File: config.mk
export PLATFORM = sky130hd
export DESIGN_NAME = alu_seq
export DESIGN_NICKNAME = d
export VERILOG_FILES = /design/src/rtl/alu_seq.sv
export SDC_FILE = /design/constraint.sdc
export NUM_CORES = 1
export LEC_CHECK = 0
export ABC_AREA = 1
export CORE_UTILIZATION = 56
export DETAILED_ROUTE_END_ITERATION = 6
export PLACE_DENSITY = 0.82
export SLEW_MARGIN = 20
export SYNTH_ARGS = -nofsm -noshare
export SYNTH_HDL_FRONTEND = slang
export SYNTH_SLANG_ARGS = --single-unit
File: constraint.sdc
create_clock -name clk -period 2.4 [get_ports clk]
set_clock_uncertainty 0.1 [all_clocks]
set_input_delay 0.48 -clock clk [delete_from_list [all_inputs] [get_ports clk]]
set_output_delay 0.48 -clock clk [all_outputs]
set_load 0.1 [all_outputs]
File: src/rtl/alu_seq.sv
// alu_seq: parametrised sequential ALU for the FPGAComputer datapath.
//
// Sixteen opcodes (the 3-bit codes 0..7 keep their legacy meaning). Single-cycle ops
// register RESULT/FLAGS and pulse DONE on the edge that samples START. OP=F is an
// unsigned multiply: a WIDTH-step shift-add engine behind a START/BUSY/DONE handshake.
//
// Build option: define ALU_MUL_EN to include the multiplier. Without it OP=F completes
// in one cycle with result 0, result_hi 0, flags 1000, and busy is tied low.
//
// Ports:
//   clk        rising-edge clock
//   rst_n      asynchronous active-low reset
//   start      operation request, sampled only while busy=0
//   op[3:0]    opcode, sampled with start
//   a, b       operands (accumulator / B-register side), sampled with start
//   result     registered result (low half of the product for MUL)
//   result_hi  high half of the MUL product, 0 after every other op
//   flags[3:0] registered {Z, C, N, V}
//   busy       multiply in progress
//   done       one-cycle pulse: result/flags updated this cycle
module alu_seq #(
  parameter int unsigned WIDTH = 8
) (
  input  logic             clk,
  input  logic             rst_n,
  input  logic             start,
  input  logic [3:0]       op,
  input  logic [WIDTH-1:0] a,
  input  logic [WIDTH-1:0] b,
  output logic [WIDTH-1:0] result,
  output logic [WIDTH-1:0] result_hi,
  output logic [3:0]       flags,
  output logic             busy,
  output logic             done
);

  localparam int unsigned Msb = WIDTH - 1;
  localparam logic [WIDTH:0] OneExt = (WIDTH + 1)'(1);

  logic [WIDTH-1:0] result_q, result_hi_q;
  logic [3:0]       flags_q;
  logic             done_q;

  // Single-cycle datapath
  logic [WIDTH:0]   ext;      // WIDTH+1-bit arithmetic; top bit is carry / borrow
  logic [WIDTH:0]   cin_ext;
  logic [WIDTH-1:0] alu_res;
  logic             c_f, v_f, wr_res;
  logic [3:0]       alu_flags;
  logic             single_go;

  assign cin_ext = {{WIDTH{1'b0}}, flags_q[2]};

  always_comb begin
    ext     = '0;
    alu_res = '0;
    c_f     = 1'b0;
    v_f     = 1'b0;
    wr_res  = 1'b1;
    case (op)
      4'h0: begin // ADD
        ext     = {1'b0, a} + {1'b0, b};
        alu_res = ext[Msb:0];
        c_f     = ext[WIDTH];
        v_f     = (a[Msb] == b[Msb]) && (ext[Msb] != a[Msb]);
      end
      4'h1: begin // SUB
        ext     = {1'b0, a} - {1'b0, b};
        alu_res = ext[Msb:0];
        c_f     = ext[WIDTH];
        v_f     = (a[Msb] != b[Msb]) && (ext[Msb] != a[Msb]);
      end
      4'h2: begin // DEC
        ext     = {1'b0, a} - OneExt;
        alu_res = ext[Msb:0];
        c_f     = ext[WIDTH];
        v_f     = a[Msb] && !ext[Msb];
      end
      4'h3: begin // INC
        ext     = {1'b0, a} + OneExt;
        alu_res = ext[Msb:0];
        c_f     = ext[WIDTH];
        v_f     = !a[Msb] && ext[Msb];
      end
      4'h4: alu_res = ~a;
      4'h5: alu_res = a & b;
      4'h6: alu_res = a | b;
      4'h7: alu_res = a ^ b;
      4'h8: begin // ADC
        ext     = {1'b0, a} + {1'b0, b} + cin_ext;
        alu_res = ext[Msb:0];
        c_f     = ext[WIDTH];
        v_f     = (a[Msb] == b[Msb]) && (ext[Msb] != a[Msb]);
      end
      4'h9: begin // SBB
        ext     = {1'b0, a} - {1'b0, b} - cin_ext;
        alu_res = ext[Msb:0];
        c_f     = ext[WIDTH];
        v_f     = (a[Msb] != b[Msb]) && (ext[Msb] != a[Msb]);
      end
      4'hA: begin // SHL
        alu_res = {a[WIDTH-2:0], 1'b0};
        c_f     = a[Msb];
      end
      4'hB: begin // SHR
        alu_res = {1'b0, a[Msb:1]};
        c_f     = a[0];
      end
      4'hC: begin // ROL
        alu_res = {a[WIDTH-2:0], a[Msb]};
        c_f     = a[Msb];
      end
      4'hD: begin // ROR
        alu_res = {a[0], a[Msb:1]};
        c_f     = a[0];
      end
      4'hE: begin // CMP: flags from the difference, result register untouched
        ext     = {1'b0, a} - {1'b0, b};
        alu_res = ext[Msb:0];
        c_f     = ext[WIDTH];
        v_f     = (a[Msb] != b[Msb]) && (ext[Msb] != a[Msb]);
        wr_res  = 1'b0;
      end
      4'hF: alu_res = '0; // only reached here when the multiplier is not built
    endcase
  end

  assign alu_flags = {alu_res == '0, c_f, alu_res[Msb], v_f};

`ifdef ALU_MUL_EN
  localparam logic [0:0] StIdle = 1'b0;
  localparam logic [0:0] StMul  = 1'b1;
  localparam int unsigned CntW = $clog2(WIDTH);
  localparam logic [CntW-1:0] LastStep = CntW'(WIDTH - 1);

  logic [0:0]         state_q;
  logic [CntW-1:0]    cnt_q;
  logic [WIDTH-1:0]   mcand_q;
  // Upper half is the accumulator, lower half shifts the multiplier out LSB first
  logic [2*WIDTH-1:0] prod_q, prod_nxt;
  logic [WIDTH:0]     upper_sum;
  logic               mul_start, mul_fin, hi_nz;

  assign single_go = start && (state_q == StIdle) && (op != 4'hF);
  assign mul_start = start && (state_q == StIdle) && (op == 4'hF);
  assign mul_fin   = (state_q == StMul) && (cnt_q == LastStep);

  always_comb begin
    upper_sum = {1'b0, prod_q[2*WIDTH-1:WIDTH]} + (prod_q[0] ? {1'b0, mcand_q} : '0);
    prod_nxt  = {upper_sum, prod_q[Msb:1]};
  end

  assign hi_nz = |prod_nxt[2*WIDTH-1:WIDTH];

  always_ff @(posedge clk or negedge rst_n) begin
    if (!rst_n) begin
      state_q <= StIdle;
      cnt_q   <= '0;
      mcand_q <= '0;
      prod_q  <= '0;
    end else if (mul_start) begin
      state_q <= StMul;
      cnt_q   <= '0;
      mcand_q <= a;
      prod_q  <= {{WIDTH{1'b0}}, b};
    end else if (state_q == StMul) begin
      prod_q <= prod_nxt;
      cnt_q  <= cnt_q + CntW'(1);
      if (mul_fin) state_q <= StIdle;
    end
  end

  assign busy = (state_q == StMul);
`else
  assign single_go = start;
  assign busy      = 1'b0;
`endif

  always_ff @(posedge clk or negedge rst_n) begin
    if (!rst_n) begin
      result_q    <= '0;
      result_hi_q <= '0;
      flags_q     <= '0;
      done_q      <= 1'b0;
    end else begin
      done_q <= 1'b0;
      if (single_go) begin
        if (wr_res) result_q <= alu_res;
        result_hi_q <= '0;
        flags_q     <= alu_flags;
        done_q      <= 1'b1;
      end
`ifdef ALU_MUL_EN
      if (mul_fin) begin
        result_q    <= prod_nxt[Msb:0];
        result_hi_q <= prod_nxt[2*WIDTH-1:WIDTH];
        flags_q     <= {prod_nxt == '0, hi_nz, 1'b0, hi_nz};
        done_q      <= 1'b1;
      end
`endif
    end
  end

  assign result    = result_q;
  assign result_hi = result_hi_q;
  assign flags     = flags_q;
  assign done      = done_q;

endmodule

==> results of run 1 <==
## repair_timing
item	4_1_cts
buffers inserted	13
endpoints found under the setup margin	12
gates resized for setup	105
pin swaps	36
## through the flow
step / utilization, % / setup TNS, ns / instance area [um^2]
4_1_cts: 89.3 / -0.402 / 4620
3_5_place_dp: 81.5 / -9.64 / 4220
2_1_floorplan: - / -0.376 / 3130
3_3_place_gp: 81.5 / -9.22 / 4220
## per-layer routing
| layer | overflow | track usage, % |
|---|---|---|
| met5 | 0 | 2.78 |
| met4 | 19 | 79.6 |
| met3 | 0 | 53.0 |
| met2 | 28 | 95.8 |
| met1 | 0 | 73.8 |
## synthesized netlist by cell type, drive strengths merged
cell,n,share of area (%)
xnor2,2,0.82
a22o,1,0.29
a21oi,17,3.5
nand3b,3,0.74
ha,32,13
nor4,1,0.20
o221ai,2,0.57
fa,2,1.3
or2,5,1.0
inv,67,8.2
conb,1,0.12
o2111ai,2,0.57
o21bai,3,0.74
a21o,1,0.25
nor3,7,1.3
buf,16,4.1
o211ai,3,0.74
nand3,74,12
nor2,67,8.9
o21ai,35,6.0
o31ai,2,0.49
nand4,11,2.3
and2,1,0.20
dfrtp,13,11
a31oi,1,0.20
nand2,169,21
## cell families after synthesis
family,after synthesis,synth area share (%)
compound gates,67,13.4
xor+xnor,2,0.819
flops,13,10.6
other cells,1,0.123
buf+inv,83,12.3
fa+ha+maj,34,14.4
simple gates,338,48.3
==> summary by stage, run 1 <==
Floorplan
The initial utilization of the core area, before any placement, comes to 59.1%. The I/O pin count is 45. The overall die height is 75.9 um. The standard-cell row count is 26. The chip width is 75.9 um.

Place
The congestion estimate from routability-driven global placement came to 1.00. Once detailed placement completed, the half-perimeter wirelength came to 9250 um. Buffers placed on the I/O ports in this run total 35. The number of placed instances, taps included, is 738. Timing analysis after detailed placement gives a worst setup slack of -0.939 ns.

Global routing
The maximum number of pins on one net before global-route repair is 15. The leftover overflow at the end of global routing is 47. Across every metal layer, demand over resource in global routing totals 74.3%.

CTS
The clock sink count is 13. The root buffer cell chosen for the clock tree is clkbuf_8. The H-tree depth reported by CTS is 1. Clock tree synthesis inserted a total of 3 buffers. Counting along the longest clock path gives a buffer depth of 2. The count of hold buffers inserted by post-cts repair is 0.

Synth
Synthesis instantiated 41 different standard cells from the library. A synthesized cell averages 5.68 um^2. In this run, synthesis produced a sequential element count of 13.

The total of warnings raised by yosys is 0. Counting every instance in the synthesized netlist gives 538. Sequential elements use 10.6% of the synthesized area. The post-synthesis instance area is 3060 um^2.

Outcome
The flow did not finish. The tool reported: "[ERROR GRT-0232] Routing congestion too high. Check the congestion heatmap in the GUI". The stopping stage is global routing.

STA
After the last repair the worst path ends at a register input. The endpoint with the least setup slack after the last repair is flags[2]$_DFFE_PN0P_/D.
==> inputs of run 2 (changes only) <==
--- a/config.mk
+++ b/config.mk
@@ -6,9 +6,9 @@
 export NUM_CORES = 1
 export LEC_CHECK = 0
 export ABC_AREA = 1
-export CORE_UTILIZATION = 56
+export CORE_UTILIZATION = 40
 export DETAILED_ROUTE_END_ITERATION = 6
-export PLACE_DENSITY = 0.82
+export PLACE_DENSITY_LB_ADDON = 0.15
 export SLEW_MARGIN = 20
 export SYNTH_ARGS = -nofsm -noshare
 export SYNTH_HDL_FRONTEND = slang
==> run 2 against run 1 <==
Against the previous run:
- the flow now finishes, with violations (negative setup slack)
- synthesized cell count unchanged
- area after synthesis unchanged
==> summary by stage, run 2 <==
Floorplan
The chip width is 89.4 um (was 75.9 um). The starting utilization of the core area was 41.7% (was 59.1%). The placeable core area is 7330 um^2. The I/O pin count is 45 (unchanged). The overall die height is 89.4 um (was 75.9 um). The standard-cell row count is 31 (was 26). The die covers 7990 um^2.

Global routing
After global routing the overflow that remains totals 0. The number of antenna violations at the first check in global routing is 0. The via count of the first global-routing pass is 3962. Global routing used 31.1% of the available tracks. Entering global routing, the biggest net connects 15 pins.

The wire length of the first global-routing pass is 18900 um.

Cells and area
After filler insertion, the fill cell instance count of the layout stands at 664. The final-stage net count is 754. The register with the most flip-flops in the layout has 8 of them. The library cell used most frequently in the layout, excluding fill and tap cells, is nand2_1.

The share of cells above drive strength 1 is 42.2%. From synthesis to final layout, the design area changed by 61.8%. The total inserted antenna cells is 0. In the layout the commonest cells are 139 x nand2_1, 129 x buf_4, 55 x nand3_1.

Critical path
The largest driver fanout on the critical path is 4. By startpoint and endpoint, the worst setup path is classified as primary input to register. The data required time of the critical path is 2.49 ns.

The critical path goes through buf_8, clkinvlp_4, ha_4, inv_4, fa_2, inv_2, ha_4, o21ai_1, nor2_1, nand3_1, o21bai_2, nand2_1, a21oi_2, nand2_1, nor2_1, nand3_1, nand2_1. Counting stages on the worst path, the most repeated cell is nand2_1. Grouping stages by cell kind, the critical path spends the most delay in adder cells.

The worst setup path is launched from a primary input. The register-to-register path setup slack is 0.32 ns. The number of buffer and inverter stages on the critical path is 4. The peak per-stage delay on the critical path is 0.54 ns. The cell type of the slowest stage on the worst timing path is fa_2.

The arrival time reported for the critical path endpoint is 2.64 ns. The launch point of the worst reg-to-reg path is flags[2]$_DFFE_PN0P_. STA classifies the critical path endpoint as a register. The capture instance of the worst register-to-register path is flags[3]$_DFFE_PN0P_. The number of cells on the worst reg-to-reg path is 13.

Job
The max-cap check violation count is 0.

CTS
The CTS tree is built. The count of hold buffers inserted by post-cts repair came to 0 (unchanged). Clock latency on the worst-skew pair, taken at its later pin, is 0.24 ns. The H-tree depth reported by CTS is 1 (unchanged).

The total CTS buffers was 3 (unchanged). The clock sink count is 13 (unchanged). The clock transition at the registers of the reported paths is 0.06 ns. The library cell used as clock root buffer is clkbuf_8 (unchanged). The maximum root-to-sink buffer count came to 2 (unchanged).

Synth
The proportion of netlist area held by the largest area contributor is 19.8% (unchanged). Top post-synthesis cells by area: nand2_1 20%, ha_1 13%, nand3_1 12%, dfrtp_1 11%, nor2_1 7.5% (unchanged). The post-synthesis instance area was 3060 um^2 (unchanged). The number of library cell types mapped by synthesis is 41 (unchanged). The cell type with the largest total area after synthesis is nand2_1 (unchanged). The number of synthesized flops with an enable pin was 0 (unchanged).

The count of state elements after synthesis was 13 (unchanged). The post-synthesis cell count is 538 (unchanged). The share of flip-flops with an asynchronous set or reset is 100% (unchanged). The most frequently used flop master after synthesis is dfrtp_1 (unchanged).

The total of warnings raised by yosys is 0 (unchanged). Most frequent cells after synthesis: 161 x nand2_1, 73 x nand3_1, 61 x nor2_1 (unchanged). The sequential fraction of the synthesis area is 10.6% (unchanged). The mean instance size in the synthesized netlist is 5.68 um^2 (unchanged). The most numerous cell in the Yosys netlist is nand2_1 (unchanged).

Drt
The final route contains 4240 vias. In the routed design, unresolved DRC markers number 0. Wires add up to 12100 um. After detailed routing, the number of vias per cell comes to 5.33.

The count of antenna-violating nets left after detailed routing is 0. After the first detailed-routing iteration, the DRC count stood at 292. The routed length per placed instance is 15.2 um.

The pre-antenna-repair detailed-routing pass consisted of 5 iterations.

Power and ir drop
For this design the ratio of total power to cell area is 385 nW/um^2. The maximum vdd drop is 0.205 mV. The analysis attributes to cell leakage a power of 2.50 nW.

STA
At the pin with the least slew margin, the transition time is 0.609 ns. Based on the critical path, the design can be clocked at up to 0.392 GHz. Headroom to the max-slew limit came out at 59.3%. The worst slack on hold paths is 0.373 ns.

Setup repair after global routing could not meet its margin everywhere. The final critical path takes up 106% of the cycle. Counting I/O delays and the setup requirement, the final critical path takes 2.55 ns.

Setup violations remaining at the end of the flow were counted as 6. The final hold violation count is 0. The worst-case setup margin in the final layout is -0.150 ns. The final number of max-transition violations came to 0.

Place
The number of port buffers is 35 (unchanged). The half-perimeter wire length after detailed placement came to 9360 um (was 9250 um). The final weighted congestion of routability-driven global placement came to 0.957 (was 1.00). The pre-CTS setup slack came to -0.978 ns (was -0.939 ns).

Min path
For hold timing, the worst endpoint is result[4]$_DFFE_PN0P_. The start point of the worst hold path is result[4]$_DFFE_PN0P_. Counting instances, the worst hold path has a depth of 2. The type of the worst min-delay path is register to register.

Outcome
Status: finished, violations left (was stopped before the end). The final reports fail on negative setup slack.
[run 2: cell counts after synthesis]
No cell type changed its count.
[run 2: cells by family after synthesis]
| group | count (synthesis) | synth area share [%] |
|---|---|---|
| and+or+nand+nor | 338 | 48.3 |
| buffers and inverters | 83 | 12.3 |
| AOI/OAI and AO/OA | 67 | 13.4 |
| adders and majority gates | 34 | 14.4 |
| DFF | 13 | 10.6 |
| xor gates and xnor gates | 2 | 0.819 |
| other | 1 | 0.123 |
[run 2: how the worst max path moves through the flow]
stage | end | slack [ns] | depth (start not counted) | start
6_report | flags[3]$_DFFE_PN0P_ | -0.15 | 17 | a[0]
5_1_grt | flags[0]$_DFFE_PN0P_ | -0.26 | 19 | a[0]
4_1_cts | flags[3]$_DFFE_PN0P_ | -0.21 | 17 | a[0]
3_5_place_dp | flags[3]$_DFFE_PN0P_ | -0.98 | 15 | a[0]
3_3_place_gp | flags[3]$_DFFE_PN0P_ | -0.95 | 14 | a[0]
2_1_floorplan | flags[3]$_DFFE_PN0P_ | -0.09 | 16 | a[0]
[run 2: what timing repair did]
action / in CTS / in global routing
resized for setup: 98 / 79
setup endpoints to repair: 12 / 11
pin swaps: 33 / 39
setup buffers: 10 / 6
cloned: 0 / 0
[run 2: area by class of cell]
cell class | instances | area, um^2 | area share, %
flip-flops and latches | 13 | 327 | 6.61
inverters | 67 | 263 | 5.32
multi-input cells | 450 | 2860 | 57.9
well taps | 99 | 124 | 2.51
repair buffers | 162 | 1320 | 26.8
clock buffers | 4 | 45.0 | 0.911
[run 2: layer usage]
metal | GRT usage [%] | wire [um]
met1 | 40.3 | 5090
met2 | 51.6 | 5540
met3 | 4.25 | 966
met4 | 13.3 | 483
met5 | 0 | 0
[run 2: worst reg2reg max path, stage by stage, from the launching register on]
cell	delay, ns
dfrtp_2	0.44
ha_1	0.28
ha_4	0.25
nand2_1	0.06
o21ai_1	0.06
nor2_1	0.10
nand3_1	0.10
o21bai_2	0.16
nand2_1	0.09
a21oi_2	0.11
nand2_1	0.06
nor2_1	0.10
nand3_1	0.07
nand2_1	0.06
[run 2: where the power goes]
part           switching [mW]  internal [mW]  leakage (nW)
Sequential             0.0215          0.253         0.164
Clock                  0.0815          0.117        0.0228
Combinational           0.913          0.516          2.31
[run 2: metrics by stage]
step	std cells	util, %	cell area (um^2)	total power [mW]	TNS (ns)
after floorplan	546	-	3130	1.05	-0.376
after global placement	775	58.7	4300	1.49	-9.52
after detailed placement	775	58.7	4300	1.51	-9.98
after CTS	789	63.8	4670	1.80	-0.810
after global routing	795	67.4	4940	2.02	-1.39
final	795	67.4	4940	1.90	-0.684
Power figures use the tool's default switching activity.
==> inputs of run 3 (changes only) <==
--- a/config.mk
+++ b/config.mk
@@ -6,7 +6,10 @@
 export NUM_CORES = 1
 export LEC_CHECK = 0
 export ABC_AREA = 1
-export CORE_UTILIZATION = 40
+export CELL_PAD_IN_SITES_DETAIL_PLACEMENT = 1
+export CELL_PAD_IN_SITES_GLOBAL_PLACEMENT = 1
+export CORE_UTILIZATION = 38
+export CTS_CLUSTER_SIZE = 14
 export DETAILED_ROUTE_END_ITERATION = 6
 export PLACE_DENSITY_LB_ADDON = 0.15
 export SLEW_MARGIN = 20
==> run 3 against run 2 <==
Against the previous run:
- the run now fails in global routing
- synthesized cell count is the same
- area after synthesis did not move
==> summary by stage, run 3 <==
Floorplan
The overall die height is 91.7 um (was 89.4 um). The starting utilization of the core area is 39.3% (was 41.7%). The standard-cell row count is 32 (was 31). The chip width is 91.7 um (was 89.4 um). The I/O pin count came to 45 (unchanged).

Synth
The post-synthesis instance area came to 3060 um^2 (unchanged). The number of synthesized flops with an enable pin is 0 (unchanged). The proportion of netlist area held by the largest area contributor came to 19.8% (unchanged). The post-synthesis cell count is 538 (unchanged). The most frequently used flop master after synthesis is dfrtp_1 (unchanged).

The count of state elements after synthesis is 13 (unchanged). The cell type with the largest total area after synthesis is nand2_1 (unchanged). Most frequent cells after synthesis: 161 x nand2_1, 73 x nand3_1, 61 x nor2_1 (unchanged). The number of library cell types mapped by synthesis was 41 (unchanged). The share of flip-flops with an asynchronous set or reset came to 100% (unchanged). The most numerous cell in the Yosys netlist was nand2_1 (unchanged). Top post-synthesis cells by area: nand2_1 20%, ha_1 13%, nand3_1 12%, dfrtp_1 11%, nor2_1 7.5% (unchanged). The total of warnings raised by yosys came to 0 (unchanged). The sequential fraction of the synthesis area was 10.6% (unchanged). The mean instance size in the synthesized netlist came to 5.68 um^2 (unchanged).

CTS
The H-tree depth reported by CTS came to 1 (unchanged). The clock sink count is 13 (unchanged). The maximum root-to-sink buffer count is 2 (unchanged). The total CTS buffers came to 3 (unchanged). The library cell used as clock root buffer is clkbuf_8 (unchanged).

STA
Once global-route timing repair stopped, the endpoint with the least setup slack was flags[0]$_DFFE_PN0P_/D. After the last repair the worst path ends at a register input.

Outcome
The first error in the log reads "[ERROR GRT-0232] Routing congestion too high. Check the congestion heatmap in the GUI". Status: stopped before the end (was finished, violations left). The run ended at global routing.

Global routing
The maximum number of pins on one net before global-route repair is 15. The leftover overflow at the end of global routing is 136. Across every metal layer, demand over resource in global routing totals 75.3%.

Place
The half-perimeter wire length after detailed placement is 11900 um (was 9360 um). The final weighted congestion of routability-driven global placement is 0.957 (about the same). The total placed cells including tap cells was 783 (was 775). The number of port buffers was 35 (unchanged).
run 3: cell counts after synthesis:
No cell type changed its count.
run 3: cell families after synthesis:
family                   count (synthesis)  synth area share [%]
AO/OA/AOI/OAI                           67                  13.4
XOR/XNOR                                 2                 0.819
adder cells (fa/ha/maj)                 34                  14.4
buffers and inverters                   83                  12.3
flip-flops                              13                  10.6
other                                    1                 0.123
AND/OR/NAND/NOR                        338                  48.3
run 3: per-stage QoR:
step	utilization [%]	hold slack, ns	cell area, um^2	setup WS (ns)
floorplan	-	0.0844	3130	-0.0865
global placement	55.7	0.365	4330	-0.921
detailed placement	55.7	0.373	4330	-1.04
CTS	64.4	0.388	5000	-0.224
run 3: metal layers:
layer | overflow | GRT usage, %
met2 | 76 | 100
met3 | 2 | 50.2
met1 | 0 | 69.0
met5 | 0 | 10.9
met4 | 58 | 92.7
run 3: what timing repair did:
item	CTS
gates cloned	1
gates resized for setup	172
pin swaps	59
setup endpoints to repair	12
hold buffers	0
buffers inserted	18
